### config.mk
export PLATFORM = sky130hd
export DESIGN_NAME = complex_mac_stream
export DESIGN_NICKNAME = d
export VERILOG_FILES = /design/src/rtl/complex_mac_stream.sv
export SDC_FILE = /design/constraint.sdc
export NUM_CORES = 2
export LEC_CHECK = 0
export BUFFER_PORTS_ARGS = -buffer_cell sky130_fd_sc_hd__buf_2
export CAP_MARGIN = 20
export CORE_MARGIN = 3
export CORE_UTILIZATION = 44
export DETAILED_ROUTE_END_ITERATION = 16
export PLACE_DENSITY = 0.7
export RECOVER_POWER = 25
export SLEW_MARGIN = 10
export SYNTH_ARGS = -nofsm -noshare
export SYNTH_HDL_FRONTEND = slang
export SYNTH_SLANG_ARGS = --single-unit
### constraint.sdc
create_clock -name aclk -period 9.77 [get_ports aclk]
set_input_delay 0.977 -clock aclk [delete_from_list [all_inputs] [get_ports aclk]]
set_output_delay 0.977 -clock aclk [all_outputs]
set_load 0.1 [all_outputs]
### src/rtl/complex_mac_stream.sv
// complex_mac_stream: pipelined complex multiply / frame accumulate with
// round, scale and saturate, feeding a credit-controlled FWFT output FIFO.
module complex_mac_stream #(
  parameter int OPERAND_WIDTH_A   = 16,
  parameter int OPERAND_WIDTH_B   = 16,
  parameter int OPERAND_WIDTH_OUT = 32,
  parameter int ACC_WIDTH         = 48,
  parameter int SHIFT             = 15,
  parameter int ROUND_MODE        = 0,
  parameter int FIFO_DEPTH        = 8
) (
  input  logic                                               aclk,
  input  logic                                               areset,
  input  logic [16*((2*OPERAND_WIDTH_A+15)/16)-1:0]          s_axis_a_tdata,
  input  logic                                               s_axis_a_tvalid,
  input  logic                                               s_axis_a_tlast,
  output logic                                               s_axis_a_tready,
  input  logic [16*((2*OPERAND_WIDTH_B+15)/16)-1:0]          s_axis_b_tdata,
  input  logic                                               s_axis_b_tvalid,
  output logic                                               s_axis_b_tready,
  input  logic                                               conj_b,
  input  logic                                               acc_en,
  output logic [16*((2*OPERAND_WIDTH_OUT+15)/16)-1:0]        m_axis_dout_tdata,
  output logic                                               m_axis_dout_tvalid,
  output logic                                               m_axis_dout_tlast,
  output logic                                               m_axis_dout_tuser,
  input  logic                                               m_axis_dout_tready
);

  localparam int WA     = OPERAND_WIDTH_A;
  localparam int WB     = OPERAND_WIDTH_B;
  localparam int WO     = OPERAND_WIDTH_OUT;
  localparam int AW     = ACC_WIDTH;
  localparam int PW     = WA + WB;
  localparam int SW     = PW + 1;
  localparam int A_TW   = 16 * ((2 * WA + 15) / 16);
  localparam int B_TW   = 16 * ((2 * WB + 15) / 16);
  localparam int O_TW   = 16 * ((2 * WO + 15) / 16);
  localparam int O_HW   = O_TW / 2;
  localparam int PTRW   = $clog2(FIFO_DEPTH);
  localparam int CW     = PTRW + 1;
  localparam int WORD_W = 2 * WO + 2;

  localparam logic signed [AW:0] RND =
    (ROUND_MODE == 1) ? ((AW + 1)'(1) << (SHIFT - 1)) : '0;

  typedef enum logic {FIRST, IN_FRAME} frame_state_t;

  frame_state_t state, state_nxt;
  logic         frame_mode;
  logic         beat_acc;
  logic         ready;
  logic         accept;

  logic [CW-1:0] inflight;
  logic [CW-1:0] mem_cnt;
  logic [CW-1:0] fifo_count;

  // S1..S4 pipeline registers
  logic                 s1_valid, s1_conj, s1_acc, s1_last;
  logic signed [WA-1:0] s1_ar, s1_ai;
  logic signed [WB-1:0] s1_br, s1_bi;
  logic                 s2_valid, s2_conj, s2_acc, s2_last;
  logic signed [PW-1:0] s2_rr, s2_ii, s2_ir, s2_ri;
  logic                 s3_valid, s3_acc, s3_last;
  logic signed [SW-1:0] s3_pr, s3_pi;
  logic signed [AW-1:0] acc_r, acc_i;
  logic signed [AW-1:0] v_r, v_i;
  logic [WO:0]          rs_r, rs_i;
  logic                 s4_valid, s4_emit;
  logic [WORD_W-1:0]    s4_word;

  // Output FIFO
  logic [WORD_W-1:0]    mem [FIFO_DEPTH];
  logic [PTRW-1:0]      wr_ptr, rd_ptr;
  logic                 head_valid;
  logic [WORD_W-1:0]    head_data;
  logic                 fifo_wr, fifo_ld, fifo_rd;

  function automatic logic [WO:0] round_sat(input logic signed [AW-1:0] v);
    logic signed [AW:0] s;
    logic signed [AW:0] r;
    s = (AW + 1)'(v) + RND;
    r = s >>> SHIFT;
    if ((&r[AW:WO-1]) || (~|r[AW:WO-1])) begin
      round_sat = {1'b0, r[WO-1:0]};
    end else begin
      round_sat = {1'b1, r[AW], {(WO-1){~r[AW]}}};
    end
  endfunction

  assign fifo_count      = mem_cnt + CW'(head_valid);
  assign ready           = ~areset &
                           (({1'b0, fifo_count} + {1'b0, inflight}) < (CW + 1)'(FIFO_DEPTH));
  assign s_axis_a_tready = ready;
  assign s_axis_b_tready = ready;
  assign accept          = s_axis_a_tvalid & s_axis_b_tvalid & ready;

  // Frame tracking: mode is taken from acc_en on the first beat, then held
  always_comb begin
    state_nxt = state;
    beat_acc  = frame_mode;
    if (state == FIRST) begin
      beat_acc = acc_en;
    end
    if (accept) begin
      state_nxt = s_axis_a_tlast ? FIRST : IN_FRAME;
    end
  end

  // Frame state register and latched frame mode
  always_ff @(posedge aclk) begin
    if (areset) begin
      state      <= FIRST;
      frame_mode <= 1'b0;
    end else begin
      state <= state_nxt;
      if (accept && state == FIRST) begin
        frame_mode <= acc_en;
      end
    end
  end

  // Credits held by beats still inside S1..S4
  always_ff @(posedge aclk) begin
    if (areset) begin
      inflight <= '0;
    end else begin
      inflight <= inflight + CW'(accept) - CW'(s4_valid);
    end
  end

  // S1: capture operands and per-beat flags
  always_ff @(posedge aclk) begin
    if (areset) begin
      s1_valid <= 1'b0;
    end else begin
      s1_valid <= accept;
    end
    s1_ar   <= s_axis_a_tdata[WA-1:0];
    s1_ai   <= s_axis_a_tdata[A_TW/2 +: WA];
    s1_br   <= s_axis_b_tdata[WB-1:0];
    s1_bi   <= s_axis_b_tdata[B_TW/2 +: WB];
    s1_conj <= conj_b;
    s1_acc  <= beat_acc;
    s1_last <= s_axis_a_tlast;
  end

  // S2: four full-precision partial products
  always_ff @(posedge aclk) begin
    if (areset) begin
      s2_valid <= 1'b0;
    end else begin
      s2_valid <= s1_valid;
    end
    s2_rr   <= PW'(s1_ar) * PW'(s1_br);
    s2_ii   <= PW'(s1_ai) * PW'(s1_bi);
    s2_ir   <= PW'(s1_ai) * PW'(s1_br);
    s2_ri   <= PW'(s1_ar) * PW'(s1_bi);
    s2_conj <= s1_conj;
    s2_acc  <= s1_acc;
    s2_last <= s1_last;
  end

  // S3: combine products; conj(b) flips the sign of the bi terms
  always_ff @(posedge aclk) begin
    if (areset) begin
      s3_valid <= 1'b0;
    end else begin
      s3_valid <= s2_valid;
    end
    if (s2_conj) begin
      s3_pr <= SW'(s2_rr) + SW'(s2_ii);
      s3_pi <= SW'(s2_ir) - SW'(s2_ri);
    end else begin
      s3_pr <= SW'(s2_rr) - SW'(s2_ii);
      s3_pi <= SW'(s2_ir) + SW'(s2_ri);
    end
    s3_acc  <= s2_acc;
    s3_last <= s2_last;
  end

  // S4 datapath: optional accumulate, then round/shift/saturate
  always_comb begin
    v_r = AW'(s3_pr);
    v_i = AW'(s3_pi);
    if (s3_acc) begin
      v_r = acc_r + AW'(s3_pr);
      v_i = acc_i + AW'(s3_pi);
    end
    rs_r = round_sat(v_r);
    rs_i = round_sat(v_i);
  end

  // S4 register and accumulator; non-last accumulate beats are not emitted
  always_ff @(posedge aclk) begin
    if (areset) begin
      s4_valid <= 1'b0;
      acc_r    <= '0;
      acc_i    <= '0;
    end else begin
      s4_valid <= s3_valid;
      if (s3_valid && s3_acc) begin
        acc_r <= s3_last ? '0 : v_r;
        acc_i <= s3_last ? '0 : v_i;
      end
    end
    s4_emit <= ~s3_acc | s3_last;
    s4_word <= {rs_r[WO] | rs_i[WO], s3_last, rs_i[WO-1:0], rs_r[WO-1:0]};
  end

  assign fifo_wr = s4_valid & s4_emit;
  assign fifo_rd = head_valid & m_axis_dout_tready;
  assign fifo_ld = (mem_cnt != '0) & (~head_valid | fifo_rd);

  // FIFO storage; credits guarantee space for every write
  always_ff @(posedge aclk) begin
    if (fifo_wr && !areset) begin
      mem[wr_ptr] <= s4_word;
    end
  end

  // FIFO pointers and registered head, refilled as soon as it drains
  always_ff @(posedge aclk) begin
    if (areset) begin
      wr_ptr     <= '0;
      rd_ptr     <= '0;
      mem_cnt    <= '0;
      head_valid <= 1'b0;
      head_data  <= '0;
    end else begin
      if (fifo_wr) begin
        wr_ptr <= wr_ptr + PTRW'(1);
      end
      if (fifo_ld) begin
        head_data <= mem[rd_ptr];
        rd_ptr    <= rd_ptr + PTRW'(1);
      end
      if (fifo_ld) begin
        head_valid <= 1'b1;
      end else if (fifo_rd) begin
        head_valid <= 1'b0;
      end
      mem_cnt <= mem_cnt + CW'(fifo_wr) - CW'(fifo_ld);
    end
  end

  assign m_axis_dout_tvalid = head_valid;
  assign m_axis_dout_tlast  = head_data[2*WO];
  assign m_axis_dout_tuser  = head_data[2*WO+1];
  assign m_axis_dout_tdata  = {O_HW'($signed(head_data[2*WO-1:WO])),
                               O_HW'($signed(head_data[WO-1:0]))};

endmodule

==> results by group <==
Status
  – Status: completed

Worst setup path
  – CP Max Fanout: 22
  – Worst setup SP type: flip-flop
  – FF-to-FF Start: s1_br[6]
  – Worst path most repeated cell: fa_1
  – Critical path type: reg -> reg
  – Worst EP arrival: 7940 ps
  – CP Capture Type: flip-flop
  – CP peak stage delay: 970 ps
  – Required time worst endpoint: between 10000 and 15000 ps
  – Critical-path top delay cell: dfxtp_1
  – Worst reg2reg path depth: 24
  – CP Cell Sequence: buf_4, and2_1, fa_1, inv_1, fa_1, fa_1, inv_1, fa_1, fa_1, inv_1, fa_1, inv_1, ha_1, a21o_1, a21o_1, a21oi_1, o21ai_0, a21oi_1, o31ai_1, and4_1, o41ai_1, o2111ai_1, a21oi_1, xnor2_1
  – Reg-to-reg setup timing slack: approximately 2400 ps
  – R2r endpoint: s2_ir[31]

Worst hold path
  – Worst hold stages: 1
  – Worst Hold End: s1_ar[13]
  – Worst hold path type: in -> reg
  – Hold path start: s_axis_a_tdata[13]

CTS
  – Htree depth: 3
  – Setup repair bufs after CTS: 0
  – Cts hold-fix bufs: 0
  – CTS root buffer: clkbuf_16
  – # resized after CTS: 0
  – Clock sink total: around 1.0k
  – Worst skew pair latency: 770 ps
  – Bufs on Longest Clock Path: 3
  – Clock transition at path regs: roughly 70 ps
  – CTS tree: built
  – Total CTS buffers: 105

Drt
  – Wl on met1: 81310 um
  – First-pass DRT Iterations: 5
  – Vias per Instance: ~5.3
  – DR WL/cell: around 19 um
  – DRT iter0 DRCs: 3738
  – Post-route ant nets: 0
  – Met2 Wirelength: 91910 um
  – Total number of vias: between 50k and 60k
  – Routed WL: ~190000 um
  – DR top layer: met5
  – Met3 Wirelength: roughly 12000 um
  – Residual DRC: 0

Yosys
  – Syn nets: 9305
  – Cells after Synth: 7674
  – Top-area cell type share of the netlist area: about 25%
  – EDFF count, synth: between 500 and 600
  – Leading area contributor after synthesis: fa_1
  – Synth Flop Type: edfxtp_1
  – Netlist Area Pre-Place: 83000 um^2
  – Synth async-reset ratio: 0%
  – Post-synthesis sequential area ratio: a little under a third
  – Synth area leaders: fa_1 (25%), edfxtp_1 (19%), dfxtp_1 (12%)
  – Synthesized flop and latch total: approximately 1.0k
  – Mapped Avg Cell Area: between 10 and 15 um^2
  – Yosys warns: 0
  – Count of cell types in the netlist: between 100 and 150

Place
  – Final RePlAce weighted congestion: roughly 0.9
  – PortBufs: 140
  – Detail Placement HPWL: around 140000 um

STA
  – Slew Viols, Final: 0
  – Post-route setup TNS: 0 ps
  – Final setup viols: 0
  – Fin crit period: roughly 7300 ps
  – Fin crit share: about 75%
  – Slew HR: between 20% and 30%
  – Final Hold Viols: 0
  – Worst slew pin tran: approximately 1100 ps
  – Layout Skew: 89.46 ps
  – RSZ-0062 raised after global routing: false
  – Max Clk Rate: approximately 0.14 GHz

Final layout
  – Final net count: about 9.3k
  – Layout cells sized above 1: 8.177%
  – Syn-to-layout area delta: 8.291%
  – Diode count: 0
  – Commonest non-fill, non-tap cell in the layout: inv_1
  – Most frequent cells in the layout: inv_1 (1221), fa_1 (1054), nand2_1 (616), edfxtp_1 (528), and2_1 (516)

Floorplanning
  – Starting Density: roughly 45%
  – Core Box Area: 186400 um^2
  – Die Width: approximately 440 um
  – Top-level port count: 141
  – Die H: 440.3 um
  – Die Area: between 150000 and 200000 um^2
  – # rows: 158

Global routing
  – Pin count of the biggest net entering global routing: 96
  – GR Overflow Total: 0
  – First-pass GRT wire length: just over 300000 um
  – Number of global-route vias before repair: around 57k
  – Initial antenna violation count: 7
  – Gr usage total: 20.06%

Flow run
  – Max-cap violations: 0
## metrics by stage
| step | instances | worst slack, ps | hold WS [ps] | utilization [%] | instance area, um^2 |
|---|---|---|---|---|---|
| 6_report | 10230 | 2431 | 297.7 | 48.22 | 89890 |
| 4_1_cts | 10230 | 2580 | 224.9 | 48.22 | 89900 |
| 5_1_grt | 10230 | 2191 | 247.7 | 48.22 | 89890 |
| 2_1_floorplan | 7674 | 3328 | 309.6 | - | 83000 |
| 3_3_place_gp | 10030 | 2646 | 315.3 | 46.22 | 86160 |
| 3_5_place_dp | 10030 | 2567 | 314.9 | 46.23 | 86180 |
## kinds of logic after synthesis
logic type	Yosys count	synth area share (%)
adders and majority gates	1605	33.62
buffers and inverters	1576	7.285
DFF	1044	31.55
muxes	236	4.886
and+or+nand+nor	1853	10.86
AOI/OAI and AO/OA	999	7.946
xor gates and xnor gates	361	3.862
## worst max-delay path by stage
stage	end	depth (start not counted)	from	slack (ps)
finish	s2_ir[31]	24	s1_br[6]	2430
global route	s2_ir[31]	24	s1_br[6]	2190
CTS	s2_ir[31]	24	s1_ai[6]	2580
detailed placement	s2_ir[31]	24	s1_br[6]	2570
global placement	s2_ir[30]	24	s1_br[7]	2650
floorplan	mem[0][0]	2	areset	3330
## flip-flops by register name (all words and copies together) (netlist names), 3 cells and up
name       cells
mem          528
head_data     66
s4_word       66
acc_i         48
acc_r         48
s3_pi         33
s3_pr         33
s2_ii         32
s2_ir         32
s2_ri         32
s2_rr         32
s1_ai         16
s1_ar         16
s1_bi         16
s1_br         16
inflight       4
mem_cnt        4
rd_ptr         3
wr_ptr         3
## worst max-delay path: cells and delay by family (launching register included)
family / cells / cell delay [ps]
DFF: 1 / 970
and+or+nand+nor: 2 / 440
adders and majority gates: 7 / 3160
buffers and inverters: 5 / 550
xor gates and xnor gates: 1 / 80
AOI/OAI and AO/OA: 9 / 2050
## cells in the mapped netlist, types with 131 or more instances
library cell,n
and2_1,516
clkbuf_1,303
dfxtp_1,516
nand2_1,617
nor2_1,402
o21ai_0,131
fa_1,1054
mux4_2,132
ha_1,505
a21oi_1,313
a21o_1,136
xnor2_1,246
inv_1,1221
edfxtp_1,528
## layout make-up
| type | count | area (um^2) |
|---|---|---|
| Fill cell | 16590 | 96540 |
| Timing Repair Buffer | 235 | 1419 |
| Inverter | 1222 | 4587 |
| Clock buffer | 139 | 2865 |
| Multi-Input combinational cell | 5054 | 50850 |
| Clock inverter | 59 | 859.6 |
| Sequential cell | 1044 | 26200 |
| Tap cell | 2480 | 3103 |
## layer usage
metal,vias up,GRT usage [%]
met5,-,0
li1,24940,-
met2,1595,33.75
met3,314,3.164
met4,2,5.708
met1,27730,26.83
Power is left out: the tool's default activity adds up to more than one toggle a clock period on the data nets, which glitch-free logic cannot reach.
